`src/rtl/regfile_pkg.sv`:
```
// Shared constants and helpers for the register file with pending-write scoreboard.
package regfile_pkg;

  localparam int DEFAULT_WIDTH    = 32;
  localparam int DEFAULT_NUM_REGS = 32;

  function automatic int cnt_width(input int num_regs);
    return $clog2(num_regs + 1);
  endfunction

  // An address is writable when it is in range and not the hardwired zero register.
  function automatic logic addr_is_writable(input int addr, input int num_regs, input int zero_reg);
    return (addr < num_regs) && !((zero_reg != 0) && (addr == 0));
  endfunction

endpackage

```
`src/rtl/regfile_scoreboard_if.sv`:
```
// Write-back, read and reserve signals of the register file; master drives requests.
interface regfile_scoreboard_if
  import regfile_pkg::*;
#(
  parameter int WIDTH    = DEFAULT_WIDTH,
  parameter int NUM_REGS = DEFAULT_NUM_REGS
);
  localparam int ADDR_W = $clog2(NUM_REGS);
  localparam int CNT_W  = cnt_width(NUM_REGS);

  logic              wr_en;
  logic [ADDR_W-1:0] wr_addr;
  logic [WIDTH-1:0]  wr_data;
  logic [ADDR_W-1:0] rd_addr_a;
  logic [WIDTH-1:0]  rd_data_a;
  logic              rd_busy_a;
  logic [ADDR_W-1:0] rd_addr_b;
  logic [WIDTH-1:0]  rd_data_b;
  logic              rd_busy_b;
  logic              rsv_en;
  logic [ADDR_W-1:0] rsv_addr;
  logic              rsv_ok;
  logic [NUM_REGS-1:0] busy_vec;
  logic [CNT_W-1:0]  busy_cnt;

  modport master (
    output wr_en, wr_addr, wr_data, rd_addr_a, rd_addr_b, rsv_en, rsv_addr,
    input  rd_data_a, rd_busy_a, rd_data_b, rd_busy_b, rsv_ok, busy_vec, busy_cnt
  );

  modport slave (
    input  wr_en, wr_addr, wr_data, rd_addr_a, rd_addr_b, rsv_en, rsv_addr,
    output rd_data_a, rd_busy_a, rd_data_b, rd_busy_b, rsv_ok, busy_vec, busy_cnt
  );

endinterface

```
`src/rtl/regfile_read_port.sv`:
```
// One combinational read port: zero/range masking and optional write-back forwarding.
// Forwarding is compiled in with REGFILE_WR_BYPASS_EN.
module regfile_read_port
  import regfile_pkg::*;
#(
  parameter int WIDTH    = DEFAULT_WIDTH,
  parameter int NUM_REGS = DEFAULT_NUM_REGS,
  parameter int ZERO_REG = 1,
  parameter int ADDR_W   = $clog2(NUM_REGS)
) (
  input  logic [NUM_REGS-1:0][WIDTH-1:0] regs,
  input  logic [NUM_REGS-1:0]            busy,
  input  logic [ADDR_W-1:0]              rd_addr,
  input  logic                           wr_ok,
  input  logic [ADDR_W-1:0]              wr_addr,
  input  logic [WIDTH-1:0]               wr_data,
  input  logic                           rsv_take,
  input  logic [ADDR_W-1:0]              rsv_addr,
  output logic [WIDTH-1:0]               rd_data,
  output logic                           rd_busy
);

  logic readable;

  always_comb begin
    readable = addr_is_writable(int'(rd_addr), NUM_REGS, ZERO_REG);
    rd_data  = readable ? regs[rd_addr] : '0;
    rd_busy  = readable ? busy[rd_addr] : 1'b0;
`ifdef REGFILE_WR_BYPASS_EN
    // wr_ok already excludes register 0 and out-of-range targets.
    if (wr_ok && (wr_addr == rd_addr)) begin
      rd_data = wr_data;
      rd_busy = rsv_take && (rsv_addr == rd_addr);
    end
`endif
  end

`ifndef REGFILE_WR_BYPASS_EN
  logic unused_bypass;
  assign unused_bypass = ^{wr_ok, wr_addr, wr_data, rsv_take, rsv_addr};
`endif

endmodule

```
`src/rtl/regfile_scoreboard.sv`:
```
// Register file with per-register busy bits and busy counter for issue/write-back tracking.
// Optional same-cycle write forwarding: define REGFILE_WR_BYPASS_EN.
module regfile_scoreboard
  import regfile_pkg::*;
#(
  parameter int WIDTH    = DEFAULT_WIDTH,
  parameter int NUM_REGS = DEFAULT_NUM_REGS,
  parameter int ZERO_REG = 1
) (
  input logic                 clk,
  input logic                 clr,
  regfile_scoreboard_if.slave bus
);

  localparam int ADDR_W = $clog2(NUM_REGS);
  localparam int CNT_W  = cnt_width(NUM_REGS);

  logic [NUM_REGS-1:0][WIDTH-1:0] regs_reg;
  logic [NUM_REGS-1:0]            busy_reg, busy_next;
  logic [CNT_W-1:0]               cnt_reg, cnt_next;
  logic wr_ok, rsv_writable, rsv_zero, rsv_was_busy, wr_was_busy;
  logic rsv_take, rsv_ok, cnt_inc, cnt_dec;

  always_comb begin
    wr_ok        = bus.wr_en && addr_is_writable(int'(bus.wr_addr), NUM_REGS, ZERO_REG);
    rsv_writable = addr_is_writable(int'(bus.rsv_addr), NUM_REGS, ZERO_REG);
    rsv_zero     = (ZERO_REG != 0) && (bus.rsv_addr == '0);
    rsv_was_busy = rsv_writable ? busy_reg[bus.rsv_addr] : 1'b0;
    wr_was_busy  = wr_ok ? busy_reg[bus.wr_addr] : 1'b0;
    // A busy destination may be re-reserved in the cycle its write-back lands.
    rsv_take = bus.rsv_en && rsv_writable &&
               (!rsv_was_busy || (wr_ok && (bus.wr_addr == bus.rsv_addr)));
    rsv_ok   = rsv_take || (bus.rsv_en && rsv_zero);

    busy_next = busy_reg;
    if (wr_ok)    busy_next[bus.wr_addr]  = 1'b0;
    if (rsv_take) busy_next[bus.rsv_addr] = 1'b1;

    cnt_inc  = rsv_take && !rsv_was_busy;
    cnt_dec  = wr_was_busy && !(rsv_take && (bus.rsv_addr == bus.wr_addr));
    cnt_next = cnt_reg;
    if (cnt_inc && !cnt_dec && (cnt_reg != CNT_W'(NUM_REGS))) cnt_next = cnt_reg + 1'b1;
    if (cnt_dec && !cnt_inc && (cnt_reg != '0))               cnt_next = cnt_reg - 1'b1;
  end

  always_ff @(posedge clk) begin
    if (!clr) begin
      busy_reg <= '0;
      cnt_reg  <= '0;
    end else begin
      busy_reg <= busy_next;
      cnt_reg  <= cnt_next;
    end
  end

  for (genvar gi = 0; gi < NUM_REGS; gi++) begin : g_regs
    always_ff @(posedge clk) begin
      if (!clr)
        regs_reg[gi] <= '0;
      else if (wr_ok && (bus.wr_addr == ADDR_W'(gi)))
        regs_reg[gi] <= bus.wr_data;
    end
  end

  regfile_read_port #(.WIDTH(WIDTH), .NUM_REGS(NUM_REGS), .ZERO_REG(ZERO_REG), .ADDR_W(ADDR_W)) u_port_a (
    .regs(regs_reg), .busy(busy_reg), .rd_addr(bus.rd_addr_a),
    .wr_ok(wr_ok), .wr_addr(bus.wr_addr), .wr_data(bus.wr_data),
    .rsv_take(rsv_take), .rsv_addr(bus.rsv_addr),
    .rd_data(bus.rd_data_a), .rd_busy(bus.rd_busy_a)
  );

  regfile_read_port #(.WIDTH(WIDTH), .NUM_REGS(NUM_REGS), .ZERO_REG(ZERO_REG), .ADDR_W(ADDR_W)) u_port_b (
    .regs(regs_reg), .busy(busy_reg), .rd_addr(bus.rd_addr_b),
    .wr_ok(wr_ok), .wr_addr(bus.wr_addr), .wr_data(bus.wr_data),
    .rsv_take(rsv_take), .rsv_addr(bus.rsv_addr),
    .rd_data(bus.rd_data_b), .rd_busy(bus.rd_busy_b)
  );

  assign bus.rsv_ok   = rsv_ok;
  assign bus.busy_vec = busy_reg;
  assign bus.busy_cnt = cnt_reg;

  cnt_matches_popcount: assert property (@(posedge clk) disable iff (!clr)
    cnt_reg == CNT_W'($countones(busy_reg)));

endmodule

```
`src/flat_wrapper.sv`:
```
// flat-port wrapper written by rule: the top's interface ports become plain ports
module regfile_scoreboard_flat import regfile_pkg::*;
#(
  parameter int WIDTH    = DEFAULT_WIDTH,
  parameter int NUM_REGS = DEFAULT_NUM_REGS,
  parameter int ZERO_REG = 1
)
  (clk, clr, bus_wr_en, bus_wr_addr, bus_wr_data, bus_rd_addr_a, bus_rd_addr_b, bus_rsv_en, bus_rsv_addr, bus_rd_data_a, bus_rd_busy_a, bus_rd_data_b, bus_rd_busy_b, bus_rsv_ok, bus_busy_vec, bus_busy_cnt);
  regfile_scoreboard_if #(.WIDTH(WIDTH), .NUM_REGS(NUM_REGS)) bus_i ();
  input logic clk;
  input logic clr;
  input wire logic [$bits(bus_i.wr_en)-1:0] bus_wr_en;
  input wire logic [$bits(bus_i.wr_addr)-1:0] bus_wr_addr;
  input wire logic [$bits(bus_i.wr_data)-1:0] bus_wr_data;
  input wire logic [$bits(bus_i.rd_addr_a)-1:0] bus_rd_addr_a;
  input wire logic [$bits(bus_i.rd_addr_b)-1:0] bus_rd_addr_b;
  input wire logic [$bits(bus_i.rsv_en)-1:0] bus_rsv_en;
  input wire logic [$bits(bus_i.rsv_addr)-1:0] bus_rsv_addr;
  output wire logic [$bits(bus_i.rd_data_a)-1:0] bus_rd_data_a;
  output wire logic [$bits(bus_i.rd_busy_a)-1:0] bus_rd_busy_a;
  output wire logic [$bits(bus_i.rd_data_b)-1:0] bus_rd_data_b;
  output wire logic [$bits(bus_i.rd_busy_b)-1:0] bus_rd_busy_b;
  output wire logic [$bits(bus_i.rsv_ok)-1:0] bus_rsv_ok;
  output wire logic [$bits(bus_i.busy_vec)-1:0] bus_busy_vec;
  output wire logic [$bits(bus_i.busy_cnt)-1:0] bus_busy_cnt;
  assign bus_i.wr_en = bus_wr_en;
  assign bus_i.wr_addr = bus_wr_addr;
  assign bus_i.wr_data = bus_wr_data;
  assign bus_i.rd_addr_a = bus_rd_addr_a;
  assign bus_i.rd_addr_b = bus_rd_addr_b;
  assign bus_i.rsv_en = bus_rsv_en;
  assign bus_i.rsv_addr = bus_rsv_addr;
  assign bus_rd_data_a = bus_i.rd_data_a;
  assign bus_rd_busy_a = bus_i.rd_busy_a;
  assign bus_rd_data_b = bus_i.rd_data_b;
  assign bus_rd_busy_b = bus_i.rd_busy_b;
  assign bus_rsv_ok = bus_i.rsv_ok;
  assign bus_busy_vec = bus_i.busy_vec;
  assign bus_busy_cnt = bus_i.busy_cnt;
  regfile_scoreboard #(.WIDTH(WIDTH), .NUM_REGS(NUM_REGS), .ZERO_REG(ZERO_REG)) u_core (.clk(clk), .clr(clr), .bus(bus_i));
endmodule
```
`config.mk`:
```
export PLATFORM = sky130hd
export DESIGN_NAME = regfile_scoreboard_flat
export DESIGN_NICKNAME = d
export VERILOG_FILES = /design/src/rtl/regfile_pkg.sv /design/src/rtl/regfile_scoreboard_if.sv /design/src/rtl/regfile_read_port.sv /design/src/rtl/regfile_scoreboard.sv /design/src/flat_wrapper.sv
export SDC_FILE = /design/constraint.sdc
export NUM_CORES = 2
export LEC_CHECK = 0
export CAP_MARGIN = 40
export CORE_MARGIN = 2
export CORE_UTILIZATION = 50
export CTS_CLUSTER_SIZE = 28
export DETAILED_ROUTE_END_ITERATION = 8
export GPL_TIMING_DRIVEN = 0
export PLACE_DENSITY = 0.67
export REMOVE_ABC_BUFFERS = 1
export SLEW_MARGIN = 20
export SYNTH_ARGS = -nofsm -noshare
export SYNTH_HDL_FRONTEND = slang
export SYNTH_SLANG_ARGS = --single-unit
```
`constraint.sdc`:
```
create_clock -name clk -period 5.2 [get_ports clk]
set_input_delay 1.3 -clock clk [delete_from_list [all_inputs] [get_ports clk]]
set_output_delay 1.3 -clock clk [all_outputs]
set_load 0.005 [all_outputs]
```
# --- After elaboration in Yosys (flattened, before gate mapping) ---
# Index checks and enable logic that the tools add are counted.
word_totals:
  in_bits: 56
  output_inout_bits: 105
  reg_bits: 1062
classes:
  eq_ne: 34
  order_cmp: 6
  n_reduce_logical: 62
  add_sub_neg: 2
  n_bitwise: 3
  muxes: 26
op_table:
  columns: ["op", "n"]
  rows:
  - ["binary-select mux 32 bit (select 5 bit)", 2]
  - ["two-way mux 32 bit", 6]
  - ["== test 5 bit (second input constant)", 16]
  - ["logical AND 1 bit", 46]
  - ["== test 5 x 4 -> 1 bit (second input constant)", 8]
  - ["AND 32 bit", 1]
  - ["inverter 32 bit", 1]
  - ["OR 32 bit", 1]
  - ["zero test 5 bit", 6]
  - ["< comparator 5 x 6 -> 1 bit (second input constant)", 4]
  - ["binary-select mux 1 bit (select 5 bit)", 4]
  - ["== test 5 x 3 -> 1 bit (second input constant)", 4]
  - ["two-way mux 6 bit", 2]
  - ["demux 1 bit (select 5 bit)", 2]
  - ["== test 5 x 2 -> 1 bit (second input constant)", 2]
  - ["== test 5 bit", 2]
  - ["greater-or-equal comparator 5 x 1 -> 1 bit (second input constant)", 2]
  - ["two-way mux 1 bit", 10]
  - ["adder 6 x 1 -> 6 bit (second input constant)", 1]
  - ["zero test 1 bit", 6]
  - ["inequality test 6 bit (second input constant)", 1]
  - ["nonzero test 6 bit", 1]
  - ["subtractor 6 x 1 -> 6 bit (second input constant)", 1]
  - ["== test 5 x 1 -> 1 bit (second input constant)", 1]
  - ["2 further kinds", 3]

# --- Logic depth before layout (Yosys ltp) ---
depth:
  ltp_word: 14
  depth_mapped: 15
  ltp_nobuf: 12

# --- Hierarchy ---
# From an unflattened synthesis, not the netlist that was laid out.
hier_totals:
  cells_unflattened: 6166
  area_unflattened_um2: 57371.3
by_module_without_submodules:
  columns: ["module", "cells_each", "area_each_um2", "n_inst"]
  rows:
  - ["regfile_scoreboard", 4798, 39872.0, 1]
  - ["regfile_read_port", 684, 8749.6, 2]

# --- Least setup slack after synthesis ---
# No wires, ideal clock.
synth_timing:
  path_kind: "input to register"
  startpoint: "in bus_wr_addr[0]"
  endpoint: "reg u_core.cnt_reg[5], in the netlist u_core.bus.busy_cnt[5]"
  setup_ps: 115
  path_buffers: 2
  t_arrival_ps: 4641
  path_stages: 14
  setup_slack_ps: 444
  required_ps: 5085
  cell_sequence: "clkbuf_1 > buf_2 > mux4_2 > nand2_1 > nand4_1 > and3_1 > o311a_2 > ha_1 > a21o_1 > a21oi_1 > o21ai_0 > or3b_1 > mux4_2 > and2_1"
synth_between:
  elab_chain_len: 13
  word_cells_on_any_way: 23
synth_lines:
  columns: ["item", "line_no", "rtl"]
  rows:
  - ["start, declared", "flat_wrapper.sv:13", "input wire logic [$bits(bus_i.wr_addr)-1:0] bus_wr_addr;"]
  - ["branches (longest 13 deep; another with binary-select mux 1 bit (select 5 bit))", null, null]
  - ["end signal, assigned", "regfile_scoreboard.sv:52", "cnt_reg <= cnt_next;"]
  - ["end, declared", "regfile_scoreboard.sv:20", "logic [CNT_W-1:0] cnt_reg, cnt_next;"]
# Parallel ways; which one is timed is not known. The select of a mux whose other input is x is not followed.
# A chain may end at the register's enable or synchronous reset.

# --- Worst setup path in the final report ---
layout_timing:
  startpoint: "in bus_rd_addr_b[0]"
  endpoint: "out bus_rd_data_b[4]"
layout_between:
  elab_chain_len: 3
  word_cells_on_any_way: 4
layout_lines:
  columns: ["item", "line_no", "rtl"]
  rows:
  - ["start, declared", "flat_wrapper.sv:16", "input wire logic [$bits(bus_i.rd_addr_b)-1:0] bus_rd_addr_b;"]
  - ["binary-select mux 32 bit (select 5 bit)", "regfile_read_port.sv:27", "rd_data = readable ? regs[rd_addr] : '0;"]
  - ["two-way mux 32 bit (implied by the code)", "regfile_read_port.sv:27", null]
  - ["two-way mux 32 bit *", "regfile_read_port.sv:27", null]
  - ["end, declared", "flat_wrapper.sv:21", "output wire logic [$bits(bus_i.rd_data_b)-1:0] bus_rd_data_b;"]
# Every way passes the cells marked *; elsewhere a longest branch is shown, timed or not. The select of a mux whose other input is x is not followed.

==> metrics.md <==
| Metric | Value |
|---|---|
| Launch point of the worst reg-to-reg path | `u_core.bus.busy_vec[31]` |
| Post-Place Cells | `6952` |
| Average cell area after synthesis | `9.79 um^2` |
| Total CTS buffers | `114` |
| Area Growth Syn to Fin | `17.3%` |
| Max-cap violations | `0` |
| Met2 Use GR | `0.520` |
| Register bit total from synthesis | `1062` |
| Hold Crit Class | `flip-flop to flip-flop` |
| Fill cells | `9129` |
| Finished Layout Cells | `7209` |
| Switching Share | `0.246` |
| Final TNS setup | `0 ns` |
| Flop pwr share | `0.451` |
| Clk buf depth | `3` |
| FF+latch area | `21300 um^2` |
| Grt peak-use layer | `met2` |
| Worst skew pair latency | `0.72 ns` |
| Internal power | `13.8 mW` |
| First-pass GRT wire length | `300000 um` |
| Final min period | `5.17 ns` |
| HPWL after DPL | `121000 um` |
| Initial Util | `0.502` |
| Fin. Hold Viols | `0` |
| Die Y | `339 um` |
| Main flop type after synthesis | `dfxtp_1` |
| Crit path launch | `bus_rd_addr_b[0]` |
| Critical Path AT | `3.87 ns` |
| Worst-Margin Slew | `0.910 ns` |
| Critical path fanouts, max | `25` |
| Synth warn | `0` |
| CP dominant cell by count | `buf_16` |
| Buf/Inv on CP | `4` |
| CP Depth | `8` |
| Slew Limit Headroom | `0.390` |
| Routed len/inst | `28.7 um` |
| DRC viols | `0` |
| Vias | `47.2k` |
| Tot GR Track Use | `0.351` |
| Root Driver | `clkbuf_16` |
| Row count | `123` |
| Clock H-tree levels | `3` |
| Register area share after synthesis | `0.378` |
| Worst setup EP type | `primary output` |
| Comb pwr share | `0.087` |
| Initial antenna violation count | `5` |
| Die Wd | `339 um` |
| Final wirelength | `207000 um` |
| Routed Antenna Nets | `0` |
| Crit share post-route | `0.995` |
| Clk sinks | `1062` |
| Mapped Cells | `5741` |
| CORE AREA | `112000 um^2` |
| Worst Setup Path Type | `input pin to primary output` |
| Crit-path max cell delay | `0.56 ns` |
| PD cells | `277 nW/um^2` |
| Clk pwr share | `0.462` |
| Worst Min Path Start | `u_core.regs_reg[713]` |
| RSZ-0062 raised after global routing | `true` |
| Final Setup Violations | `0` |
| Worst IR Drop VDD | `259 uV` |
| Leak | `21.8 nW` |
| Reg2Reg Setup Slack | `1.44 ns` |
| DR iter-0 viols | `6816` |
| Status | `finished, final reports clean` |
| Multi-input gate area | `33200 um^2` |
| Vias per cell | `6.54` |
| M1 GR Usage | `0.473` |
| Met3 usage | `0.0901` |
| Largest net degree at the start of global routing | `148` |
| Layout Utilization | `0.588` |
| Setup crit end | `bus_rd_data_b[4]` |
| Startpoint Class | `input pin` |
| Die footprint | `115000 um^2` |
| Clock transition at path regs | `0.06 ns` |
| Slew Limit Fails | `0` |
| Worst R2R End | `u_core.bus.busy_cnt[5]` |
| CP Data Required Time | `3.90 ns` |
| Worst Skew | `0.0110 ns` |
| Layout cells sized above 1 | `0.201` |
| GR Overflow Total | `0` |
| Number of flip-flops in the largest register | `1024` |
| GP Congestion | `0.814` |
| Nets | `5669` |
| Post-CTS Hold Buffers | `0` |
| Synth unique cells | `52` |
| Ys async rst share | `0` |
| Cell Chain, Critical Path | `buf_16, buf_16, buf_16, mux4_2, mux4_2, mux2i_1, nor2_1, clkdlybuf4s50_1` |
| F_max | `0.193 GHz` |
| Number of global-route vias before repair | `45.4k` |
| P_sw | `4.50 mW` |
| Worst path slowest cell | `mux4_2` |
| Number of synthesized flops with an enable pin | `0` |
| Io pins | `161` |
| CTS tree | `yes` |
| PortBufs | `160` |
| Delay-heaviest family, CP | `multiplexers` |
| R2R depth | `12` |
| Synth Cell Area | `56200 um^2` |
| TritonRoute pass-1 iters | `6` |
## kinds of logic after synthesis
kind of cell | share of synthesized area
simple gates | 0.157
flops | 0.378
compound gates | 0.139
mux | 0.283
buf+inv | 0.0397
xor+xnor | 0.00125
fa+ha+maj | 0.00125
## metrics by stage
step                      cell area, um^2  power (mW)  hold slack, ns  setup slack, ns
after detailed placement            61100        9.88           0.463           -0.820
final                               65900        18.3           0.473           0.0273
after global routing                65900        18.7           0.489          -0.0337
after global placement              57500        10.5           0.456           -26.04
after floorplan                     54000        8.93           0.443            0.836
after CTS                           65900        18.3           0.473          0.00895
## timing repair
| action | in CTS | in global routing |
|---|---|---|
| endpoints found under the setup margin | 67 | 31 |
| resized for setup | 28 | 17 |
| pin swaps | 2 | 2 |
| cloned | 22 | 0 |
| endpoints found under the hold margin | 0 | 0 |
| buffers inserted | 14 | 1 |
## worst register-to-register path, cell delays in order, from the launching register on
cell and delay (ns):
dfxtp_1 0.39, mux4_2 0.50, and4_4 0.21, nor4_4 0.29, nand3_2 0.17, o311a_2 0.25, ha_1 0.31, a21o_1 0.10
a21oi_1 0.08, o21ai_0 0.37, or3b_1 0.38, mux4_2 0.45, and2_1 0.16
## layout make-up
cell class,count,share of cell area
clock buffer,178,0.0529
antenna,5,0.000190
sequential,1062,0.322
multi-input combinational,4090,0.504
tap,1500,0.0285
timing repair buffer,335,0.0860
inverter,5,0.000285
clock inverter,34,0.00558
## cell usage after synthesis (2+ instances only)
library cell  number  area, um^2
nand4_1            3        18.8
xor2_1             5        43.8
inv_1              5        18.8
nand2_1         2036        7640
or2_2              2        12.5
nand4b_1           3        26.3
o21ai_0           34         170
a21o_1             2        15.0
and2_1            35         219
ha_1               4        50.1
buf_6              2        22.5
a21oi_1            5        25.0
nor2_1           114         428
nor3_1             7        35.0
a31oi_1            3        18.8
dfxtp_1         1062       21300
a21boi_0         992        7450
buf_2              5        25.0
nor3b_1            3        22.5
or4_1              3        22.5
buf_1             57         214
a32o_1             2        20.0
mux4_2           670       15100
mux2i_1           73         731
clkbuf_1         520        1950
and4b_1            2        20.0
nand2b_1           6        37.5
nand3b_1           2        15.0
a22oi_1            2        15.0
mux2_2            10         113
nor2b_1            9        56.3
nand3_1           41         205
xnor2_1            3        26.3
## placed cells by master (no fill, tap or decap), drive strengths merged, types with 20 or more instances in the layout
cell,count
buf,181
mux2i,73
nor2,114
clkdlybuf4s50,123
dfxtp,1062
and2,35
clkinv,20
clkbuf,181
nand2,2036
o21ai,34
mux4,670
a21boi,992
nand3,42
## metal layers
metal	share of wire	wire, um
met1	0.37	77400
met2	0.43	89000
met3	0.13	27100
met4	0.064	13200
met5	0.00015	30
## power by group through the flow
stage	logic, mW	registers (mW)	clock network (mW)
2_1_floorplan	0.522	8.41	0
3_3_place_gp	2.13	8.42	0
3_5_place_dp	1.45	8.42	0
4_1_cts	1.57	8.25	8.46
5_1_grt	1.65	8.25	8.79
6_report	1.60	8.25	8.45
## how the worst min path moves through the flow
stage | to | slack (ns) | depth (start not counted)
after floorplan | u_core.regs_reg[0] | 0.44 | 1
after global placement | u_core.regs_reg[21] | 0.46 | 1
after detailed placement | u_core.regs_reg[17] | 0.46 | 1
after CTS | u_core.regs_reg[713] | 0.47 | 2
after global routing | u_core.regs_reg[742] | 0.49 | 2
final | u_core.regs_reg[713] | 0.47 | 2
Note: power is estimated with default switching activity, not from simulation.
